--- src/rtl/tagged_pair_packer.sv ---
// Strips the tag from 4-bit tagged codes, packs the 2-bit payloads MSB-first into bytes
// and queues each finished byte with its framing (last, pair count) in a small output FIFO.
//
// state | meaning
// P0    | no pairs collected, next pair lands in [7:6]
// P1    | one pair collected, next pair lands in [5:4]
// P2    | two pairs collected, next pair lands in [3:2]
// P3    | three pairs collected, next pair lands in [1:0] and closes the byte
module tagged_pair_packer #(
    parameter int FIFO_DEPTH = 4
) (
    input  logic       clk,
    input  logic       rst,
    input  logic       in_valid,
    output logic       in_ready,
    input  logic [3:0] in_code,
    output logic       out_valid,
    input  logic       out_ready,
    output logic [7:0] out_byte,
    output logic       out_last,
    output logic [2:0] out_npairs,
    output logic       err
);

    localparam int AW = (FIFO_DEPTH > 1) ? $clog2(FIFO_DEPTH) : 1;
    localparam int CW = AW + 1;

    localparam logic [1:0] TAG_DATA = 2'b10;
    localparam logic [1:0] TAG_LAST = 2'b11;

    typedef enum logic [1:0] {
        P0 = 2'd0,
        P1 = 2'd1,
        P2 = 2'd2,
        P3 = 2'd3
    } cnt_t;

    typedef struct packed {
        logic [7:0] data;
        logic       last;
        logic [2:0] npairs;
    } entry_t;

    cnt_t          cnt_q, cnt_d, cnt_next;
    logic [7:0]    acc_q, acc_d;
    logic          err_q, err_d;
    logic [AW-1:0] wr_ptr_q, wr_ptr_d;
    logic [AW-1:0] rd_ptr_q, rd_ptr_d;
    logic [CW-1:0] count_q, count_d;
    entry_t        mem_q [FIFO_DEPTH];
    entry_t        mem_d [FIFO_DEPTH];

    logic [1:0] tag;
    logic [1:0] pair;
    logic       accept;
    logic       pop;
    logic       push;
    entry_t     push_entry;
    logic [7:0] ins_byte;

    assign tag  = in_code[3:2];
    assign pair = in_code[1:0];

    // Readiness comes only from the registered occupancy, so out_ready never reaches in_ready.
    assign in_ready  = (count_q != CW'(FIFO_DEPTH));
    assign out_valid = (count_q != '0);
    assign accept    = in_valid && in_ready;
    assign pop       = out_valid && out_ready;

    always_comb begin
        ins_byte = acc_q;
        case (cnt_q)
            P0:      ins_byte[7:6] = pair;
            P1:      ins_byte[5:4] = pair;
            P2:      ins_byte[3:2] = pair;
            default: ins_byte[1:0] = pair;
        endcase
    end

    always_comb begin
        cnt_next = P0;
        case (cnt_q)
            P0:      cnt_next = P1;
            P1:      cnt_next = P2;
            P2:      cnt_next = P3;
            default: cnt_next = P0;
        endcase
    end

    always_ff @(posedge clk or posedge rst) begin
        if (rst) begin
            cnt_q <= P0;
            acc_q <= '0;
            err_q <= 1'b0;
        end else begin
            cnt_q <= cnt_d;
            acc_q <= acc_d;
            err_q <= err_d;
        end
    end

    // Illegal tags complete the handshake but leave acc/cnt untouched.
    always_comb begin
        cnt_d      = cnt_q;
        acc_d      = acc_q;
        err_d      = err_q;
        push       = 1'b0;
        push_entry = '0;
        if (accept) begin
            case (tag)
                TAG_DATA: begin
                    if (cnt_q == P3) begin
                        push              = 1'b1;
                        push_entry.data   = ins_byte;
                        push_entry.last   = 1'b0;
                        push_entry.npairs = 3'd4;
                        cnt_d             = P0;
                        acc_d             = '0;
                    end else begin
                        acc_d = ins_byte;
                        cnt_d = cnt_next;
                    end
                end
                TAG_LAST: begin
                    push              = 1'b1;
                    push_entry.data   = ins_byte;
                    push_entry.last   = 1'b1;
                    push_entry.npairs = {1'b0, cnt_q} + 3'd1;
                    cnt_d             = P0;
                    acc_d             = '0;
                end
                default: begin
                    err_d = 1'b1;
                end
            endcase
        end
    end

    // Depth is a power of two, so pointers wrap by natural overflow.
    always_comb begin
        mem_d    = mem_q;
        wr_ptr_d = wr_ptr_q;
        rd_ptr_d = rd_ptr_q;
        count_d  = count_q + CW'(push) - CW'(pop);
        if (push) begin
            mem_d[wr_ptr_q] = push_entry;
            wr_ptr_d        = wr_ptr_q + AW'(1);
        end
        if (pop) begin
            rd_ptr_d = rd_ptr_q + AW'(1);
        end
    end

    always_ff @(posedge clk or posedge rst) begin
        if (rst) begin
            wr_ptr_q <= '0;
            rd_ptr_q <= '0;
            count_q  <= '0;
            for (int i = 0; i < FIFO_DEPTH; i++) begin
                mem_q[i] <= '0;
            end
        end else begin
            wr_ptr_q <= wr_ptr_d;
            rd_ptr_q <= rd_ptr_d;
            count_q  <= count_d;
            mem_q    <= mem_d;
        end
    end

    assign out_byte   = mem_q[rd_ptr_q].data;
    assign out_last   = mem_q[rd_ptr_q].last;
    assign out_npairs = mem_q[rd_ptr_q].npairs;
    assign err        = err_q;

endmodule

--- config.mk ---
export PLATFORM = sky130hd
export DESIGN_NAME = tagged_pair_packer
export DESIGN_NICKNAME = d
export VERILOG_FILES = /design/src/rtl/tagged_pair_packer.sv
export SDC_FILE = /design/constraint.sdc
export NUM_CORES = 1
export LEC_CHECK = 0
export CAP_MARGIN = 30
export CELL_PAD_IN_SITES_DETAIL_PLACEMENT = 0
export CELL_PAD_IN_SITES_GLOBAL_PLACEMENT = 1
export CORE_UTILIZATION = 50
export DETAILED_ROUTE_END_ITERATION = 8
export GPL_TIMING_DRIVEN = 1
export PLACE_DENSITY_LB_ADDON = 0.15
export RECOVER_POWER = 100
export SKIP_CTS_REPAIR_TIMING = 1
export SYNTH_ARGS = -nofsm -noshare
export SYNTH_HDL_FRONTEND = slang
export SYNTH_SLANG_ARGS = --single-unit
--- constraint.sdc ---
create_clock -name clk -period 6.1 [get_ports clk]
set_input_delay 1.22 -clock clk [delete_from_list [all_inputs] [get_ports clk]]
set_output_delay 1.22 -clock clk [all_outputs]
set_load 0.05 [all_outputs]
# [Word-level counts from Yosys, hierarchy flattened]
# Index checks and enable logic that the tools add are counted.
[op_classes] n_addsub=5 order_cmp=3 eq_ne=6 muxes=21 bitwise=3 reduce_logical=10
[ops] operator="$mux 12" n=5
[ops] operator="$bwmux 48" n=1
[ops] operator="$bmux 12 s2" n=1
[ops] operator="$demux 12 s2" n=1
[ops] operator="$pmux 12 s2" n=1
[ops] operator="$pmux 8 s2" n=1
[ops] operator="$mux 2" n=5
[ops] operator="$eq 2x2->1 const B" n=4
[ops] operator="$mux 8" n=1
[ops] operator="$ge 3x3->1 const B" n=2
[ops] operator="$not 2->3" n=2
[ops] operator="$pmux 2 s3" n=1
[ops] operator="$add 2x1->2 const B" n=2
[ops] operator="$pmux 2 s2" n=1
[ops] operator="$reduce_and 2->1" n=2
[ops] operator="$add 2x1->3 const B" n=1
[ops] operator="$add 3x1->3" n=1
[ops] operator="$logic_and 1x1->1" n=3
[ops] operator="$lt 3x1->1 const B" n=1
[ops] operator="$ne 3x3->1 const B" n=1
[ops] operator="$reduce_bool 3->1" n=1
[ops] operator="$reduce_or 3->1" n=1
[ops] operator="$sub 3x1->3" n=1
[ops] operator="$eq 2x1->1 const B" n=1
[ops] operator="6 further kinds" n=7
[totals] register_bits=66 in_bits=8 output_inout_bits=15 word_cells=66

# [Longest topological paths before layout]
# Gate-level depths: netlist (run 1).
[depth] ltp_word=7 mapped_depth=12

# [Worst setup path after synthesis (run 1)]
# No wires, ideal clock.
[synth_timing] kind="input to register" from="input in_code[2]" to="register count_q[2]" t_arrival_ps=2805 path_slack_ps=3167 stages=10 n_path_buf=0 path_cell_list="o211a_1 > and2_1 > inv_1 > ha_1 > inv_1 > ha_1 > inv_1 > fa_1 > xnor2_1 > xnor2_1"
[synth_via] elab_chain_cells=5 word_cells_on_any_way=6 classes_between="2 x add/sub; 2 x eq/ne; 2 x mux"
[synth_lines] element="from (decl)" line_no="16" rtl="input logic [3:0] in_code,"
[synth_lines] element="$eq 2x2->1" line_no="110" rtl="case (tag)"
[synth_lines] element="$pmux 1 s2 *" line_no="110"
[synth_lines] element="$mux 1 *" line_no="109" rtl="if (accept) begin"
[synth_lines] element="$add 3x1->3 *" line_no="144" rtl="count_d = count_q + CW'(push) - CW'(pop);"
[synth_lines] element="$sub 3x1->3 *" line_no="144"
[synth_lines] element="named net count_d[2]" line_no="49" rtl="logic [CW-1:0] count_q, count_d;"
[synth_lines] element="to (signal assigned)" line_no="165" rtl="count_q <= count_d;"
[synth_lines] element="to (decl)" line_no="49"
# The timed path passes the listed nets; every way through them passes the cells marked *.
# A chain may end at the register's enable or synchronous reset.

# [Worst setup path after layout (run 1)]
[layout_timing] from="register rd_ptr_q[1]" to="output out_npairs[1]"
[layout_via] elab_chain_cells=4
[layout_lines] element="from (decl)" line_no="48" rtl="logic [AW-1:0] rd_ptr_q, rd_ptr_d;"
[layout_lines] element="from (signal assigned)" line_no="164" rtl="rd_ptr_q <= rd_ptr_d;"
[layout_lines] element="$not 2->3 (implied by the code)" line_no="172" rtl="assign out_npairs = mem_q[rd_ptr_q].npairs;"
[layout_lines] element="$bmux 12 s2" line_no="172"
[layout_lines] element="$mux 12 (implied by the code) (2 in a row)" line_no="172"
[layout_lines] element="to (decl)" line_no="21" rtl="output logic [2:0] out_npairs,"
# No other way between the ends. The select of a mux whose other input is x is not followed.

==> qor.txt, run 1 <==
share of the yosys chip area belonging to registers = 0.517
switching pwr = 779 uW
Max transition margin = -0.0277
Final setup viols = 0
failing checks = max-capacitance violations, max-slew violations
Area contributors post-synth = dfrtp_1, mux2_2, mux4_2
DIE WIDTH = 81.9 um
CTS Sinks = 66
Starting Density = 0.530
Pint = 1260 uW
CP Capture Type = output pin
layout cell share with drive strength beyond 1 = 0.327
core area = 6030 um2
total grt overflow = 0
die area = 6710 um2
min Tclk post-route = 3.84 ns
top-area cell type share of the netlist area = 0.517
crit start category = flop
clock-pin slew on the worst setup and hold paths = 0.07 ns
number of max-cap violations = 1
Least-Margin Pin Slew = 1.53 ns
ys flop type = dfrtp_1
CTS tree = done
CP Class = flop to output pin
nets = 265
number of global-route vias before repair = 1934
area grow syn2layout = 14.6%
Peak Freq = 261 MHz
WL/cell = 18.3 um
Hold Path Class = flop to flop
port bufs = 22
Final Core Density = 0.608
sequential share of power = 0.375
status = complete, but fails checks
final count of hold timing violations = 0
Detailed Place HPWL = 3980 um
die height = 81.9 um
htree depth = 3
largest net degree at the start of global routing = 67
Mapped Nets = 239
Post-Route WL = 5960 um
part of the cycle the worst path needs = 0.629
RePlAce Congestion = 0.736
synthesized area = 3200 um2
initial antenna violation count = 0
Fillers = 486
Slew Limit Fails = 9
placed cells = 310
Comb power frac = 0.422
largest area contributor in the netlist = dfrtp_1
fraction of registers with async set or reset after synthesis = 1.00
Setup Skew = 0.00691 ns
PwrDens = 557 nW/um2
TNS Setup = 0 ns
Synth cell types = 33
Critical Path RT = 4.88 ns
diode count = 0
Pre-antenna DRT Iters = 4
Post-synth EDFFs = 0
Clock Power Share = 0.203
critical path peak fanout = 13
clock insertion delay at the later pin of the skew report = 0.35 ns
num rows = 28
maximum vdd drop = 354 uV
Via-to-Cell Ratio = 5.72
initial DRC count = 103
switching share of power = 0.382
Synth Instances = 220
Mapped Avg Cell Area = 14.5 um2
Longest Clk Path Bufs = 2
Pleak = 0.00171 uW
clk root buf = clkbuf_8
GRT Total Usage = 0.211
IO Pins = 23
first-pass GRT wire length = 9890 um
YS warnings = 0
total number of vias = 1866
post-route insts no fill = 326
DRC Markers = 0
crit path DAT = 2.62 ns
CTS Buf Count = 9
antenna viol nets, final = 0
RSZ-0062 raised after global routing = false
post-synthesis sequential element count = 66
[cell usage after synthesis (2+ instances only)]
master    count
dfrtp_1      66
mux2_2       45
mux4_2       12
ha_1         10
inv_1        10
nand3_1       9
nor2b_1       7
a21bo_2       6
a32o_1        6
a22o_1        4
and3_1        4
buf_2         4
xnor2_1       4
and2_1        3
nand2_1       3
nand3_2       3
buf_6         2
clkbuf_1      2
mux2_4        2
mux2i_1       2
nor2_1        2
o21bai_1      2
or3_1         2
[cell usage in the layout (no fill, tap or decap), types with 3 or more instances in the layout]
cell type         n
inv_1             9
a22o_1            4
clkdlybuf4s50_1   3
nor2b_1           7
mux2_2           45
ha_1             10
a21bo_2           6
xnor2_1           4
nand2_1           3
and3_1            5
a32o_1            6
mux4_2           12
clkbuf_8         10
nand3_1          12
dfrtp_1          66
dlygate4sd3_1    19
[metrics by stage]
step / area, um2 / hold slack (ns) / setup WS [ns] / power (uW)
floorplan: 3200 / 0.449 / 3.17 / 1430
global placement: 3470 / 0.473 / 2.37 / 1660
detailed placement: 3470 / 0.470 / 2.34 / 1670
CTS: 3690 / 0.487 / 2.28 / 2090
global route: 3660 / 0.514 / 2.16 / 2160
finish: 3660 / 0.474 / 2.26 / 2040
[final cells by class]
| class | count | area, um2 | share of cell area |
|---|---|---|---|
| clock inverter | 6 | 88.8 | 0.0243 |
| clock buffer | 10 | 138 | 0.0376 |
| multi-input combinational | 135 | 1420 | 0.388 |
| sequential | 66 | 1650 | 0.451 |
| tap | 75 | 93.8 | 0.0256 |
| inverter | 11 | 41.3 | 0.0113 |
| timing repair buffer | 23 | 228 | 0.0622 |
[state kept, by name (all words and copies together), names as in the netlist]
name      cells
wr_ptr_q      2
err           1
rd_ptr_q      2
count_q       3
mem_q        48
acc_q         8
cnt_q         2
[per-layer routing]
| layer | global-route usage | wire [um] | up-vias | part of all wire |
|---|---|---|---|---|
| li1 | - | - | 857 | - |
| met5 | 0 | 0 | - | 0 |
| met1 | 0.306 | 2980 | 968 | 0.50 |
| met4 | 0.0947 | 87 | 0 | 0.015 |
| met3 | 0.0467 | 201 | 9 | 0.034 |
| met2 | 0.302 | 2690 | 32 | 0.45 |
[cell families after synthesis]
family	Yosys count	share of synthesized area
xor gates and xnor gates	5	0.0137
DFF	66	0.517
AOI/OAI and AO/OA	21	0.0615
adders and majority gates	11	0.0454
and+or+nand+nor	37	0.0752
muxes	61	0.259
buffers and inverters	19	0.0286
[worst max-delay path: stages (launching register included)]
cell	delay, ns
dfrtp_1	0.88
mux4_2	0.61
dlygate4sd3_1	0.78
[power by group through the flow]
stage               Combinational (uW)  Sequential [uW]  Clock, uW
floorplan                          738              696          0
global placement                   888              767          0
detailed placement                 899              776          0
CTS                                902              768        423
global route                       926              793        441
finish                             860              765        413
[path summary, 6_finish.rpt]
check / depth (start not counted) / from / slack (ns) / to
min reg2reg: 1 / err / 0.47 / err
max reg2reg: 4 / cnt_q[0] / 3.40 / mem_q[6]
max in group asynchronous: 3 / rst / 4.01 / mem_q[2]
min: 1 / err / 0.47 / err
max: 2 / rd_ptr_q[1] / 2.26 / out_npairs[1]
min in group asynchronous: 3 / rst / 1.56 / mem_q[33]
Note: power is estimated with default switching activity, not from simulation.
==> inputs of run 2 (changes only) <==
--- a/config.mk
+++ b/config.mk
@@ -8,7 +8,7 @@
 export CAP_MARGIN = 30
 export CELL_PAD_IN_SITES_DETAIL_PLACEMENT = 0
 export CELL_PAD_IN_SITES_GLOBAL_PLACEMENT = 1
-export CORE_UTILIZATION = 50
+export CORE_UTILIZATION = 44
 export DETAILED_ROUTE_END_ITERATION = 8
 export GPL_TIMING_DRIVEN = 1
 export PLACE_DENSITY_LB_ADDON = 0.15
==> constraint.sdc (replaced) <==
create_clock -name clk -period 3.1 [get_ports clk]
set_input_delay 0.62 -clock clk [delete_from_list [all_inputs] [get_ports clk]]
set_output_delay 0.62 -clock clk [all_outputs]
set_load 0.05 [all_outputs]
==> run 2 against run 1 <==
The flow now finishes without violations. Combinational power rose by 110%. Register-to-register slack worse by 2.9 ns. Clock power grew 59%. Critical endpoint is now in_ready. Power increased by 90%. Global-route usage is 2.7 points lower. Count of clock-buffer cells in the layout unchanged. Clock skew grew 0.0030 ns. Via count shrank 0.21%. Sequential power grew 84%.
==> qor.txt, run 2 (synthesized netlist as in run 1, its figures left out) <==
most frequent cells in the layout = dfrtp_1, mux2_2, dlygate4sd3_1, nand3_1, mux4_2
RePlAce Congestion = 0.707 (-3.9%)
CTS tree = done
DRC Markers = 0 (unchanged)
Final setup viols = 0 (unchanged)
CP Capture Type = output pin
WL/cell = 17.1 um (-6.6%)
maximum vdd drop = 496 uV (+40%)
PwrDens = 1050 nW/um2 (+88%)
Detailed Place HPWL = 4180 um (+4.9%)
Pleak = 0.00173 uW (+1.4%)
CTS Buf Count = 9 (unchanged)
largest register by flop count = mem_q
critical path peak fanout = 15 (+2)
RSZ-0062 raised after global routing = false
Pre-antenna DRT Iters = 4 (unchanged)
final count of hold timing violations = 0 (unchanged)
largest net degree at the start of global routing = 51 (-24%)
area grow syn2layout = 16.0%
number of max-cap violations = 0 (-1)
diode count = 0 (unchanged)
power consumption = 3880 uW (+90%)
antenna viol nets, final = 0 (unchanged)
ordered list of cells on the worst path = nor3b_4 -> inv_1 -> dlygate4sd3_1
most common cell after layout, fill and taps aside = dfrtp_1
first-pass GRT wire length = 10200 um (+3.6%)
initial DRC count = 96 (-6.8%)
min Tclk post-route = 2.80 ns
Peak Freq = 357 MHz
clock insertion delay at the later pin of the skew report = 0.34 ns (about the same)
Post-Route WL = 6100 um (+2.3%)
Hold Path Class = flop to flop
htree depth = 3 (unchanged)
die area = 7610 um2 (+13%)
Longest Clk Path Bufs = 2 (unchanged)
num rows = 30 (+7.1%)
part of the cycle the worst path needs = 0.903
die height = 87.2 um (+6.4%)
total number of vias = 1862 (-0.21%)
IO Pins = 23 (unchanged)
pre-CTS setup slack = 0.253 ns (-2.09 ns)
Fillers = 614 (+26%)
initial antenna violation count = 0 (unchanged)
CP Class = flop to output pin
TNS Setup = 0 ns (unchanged)
Final WS setup = 0.300 ns (-1.96 ns)
core area = 6910 um2 (+15%)
DIE WIDTH = 87.2 um (+6.4%)
nets = 275 (+3.8%)
Critical Path RT = 2.48 ns (-2.40 ns)
slowest stage cell, crit path = dlygate4sd3_1
max FFs per register = 48 (unchanged)
clk root buf = clkbuf_8
clock-pin slew on the worst setup and hold paths = 0.07 ns (about the same)
Setup Skew = 0.00994 ns (+0.00303 ns)
crit path DAT = 2.18 ns (-0.44 ns)
status = completed
Largest regs = mem_q (48), acc_q (8), count_q (3)
CTS Sinks = 66 (unchanged)
total grt overflow = 0 (unchanged)
slowest stage delay, CP = 0.94 ns (+0.06 ns)
Via-to-Cell Ratio = 5.22 (-8.9%)
number of global-route vias before repair = 1942 (+0.41%)
Starting Density = 0.463 (-0.0676)
Max transition margin = 0.185 (+0.213)
GRT Total Usage = 0.184 (-0.0271)
Least-Margin Pin Slew = 1.22 ns (-0.308 ns)
layout cell share with drive strength beyond 1 = 0.341 (+0.0143)
Slew Limit Fails = 0 (-9)
crit start category = flop
port bufs = 22 (unchanged)
run 2: changes by cell type in the layout (fill, tap and decap cells not counted), sizes merged:
| cell | before | now |
|---|---|---|
| buf | 1 | 8 |
| clkbuf | 10 | 13 |
| bufinv | 2 | 0 |
| clkinv | 2 | 4 |
| clkdlybuf4s50 | 3 | 4 |
| dlygate4sd3 | 19 | 18 |
run 2: worst max-delay path, delay by kind of cell, from the launching register on:
family | cells | cell delay, ns
flip-flops | 1 | 0.41
buffers and inverters | 2 | 1.25
AND/OR/NAND/NOR | 1 | 0.18
run 2: through the flow:
stage               utilization  cell area, um2  std cells  hold WS, ns
floorplan                     -            3200        220        0.449
global placement          0.518            3580        341        0.461
detailed placement        0.518            3580        341        0.467
CTS                       0.545            3760        357        0.486
global route              0.537            3710        357        0.518
finish                    0.537            3710        357        0.473
run 2: final timing paths:
kind                       startpoint    endpoint  slack (ns)  cells past startpoint
max                        count_q[2]    in_ready        0.30                      3
min                               err         err        0.47                      1
max reg2reg                count_q[1]  count_q[2]        0.52                     11
min reg2reg                       err         err        0.47                      1
max in group asynchronous         rst   mem_q[18]        0.68                      3
min in group asynchronous         rst    mem_q[1]        0.81                      2
run 2: where the power goes:
part | leakage [uW] | switching, uW | internal (uW)
registers | 0.000846 | 198 | 1210
clock network | 0.0000882 | 344 | 311
logic | 0.000797 | 984 | 832
run 2: final cells by class:
class	count	area, um2	share of cell area
clock buffers	10	138	0.0371
multi-input cells	135	1420	0.383
clock inverters	6	42.5	0.0115
repair buffers	33	293	0.0790
well taps	96	120	0.0324
flip-flops and latches	66	1650	0.446
inverters	11	41.3	0.0111
run 2: routing by layer:
metal,GRT usage,share of wire
met1,0.260,0.49
met3,0.0341,0.025
met2,0.279,0.47
met5,0,0
met4,0.0805,0.018
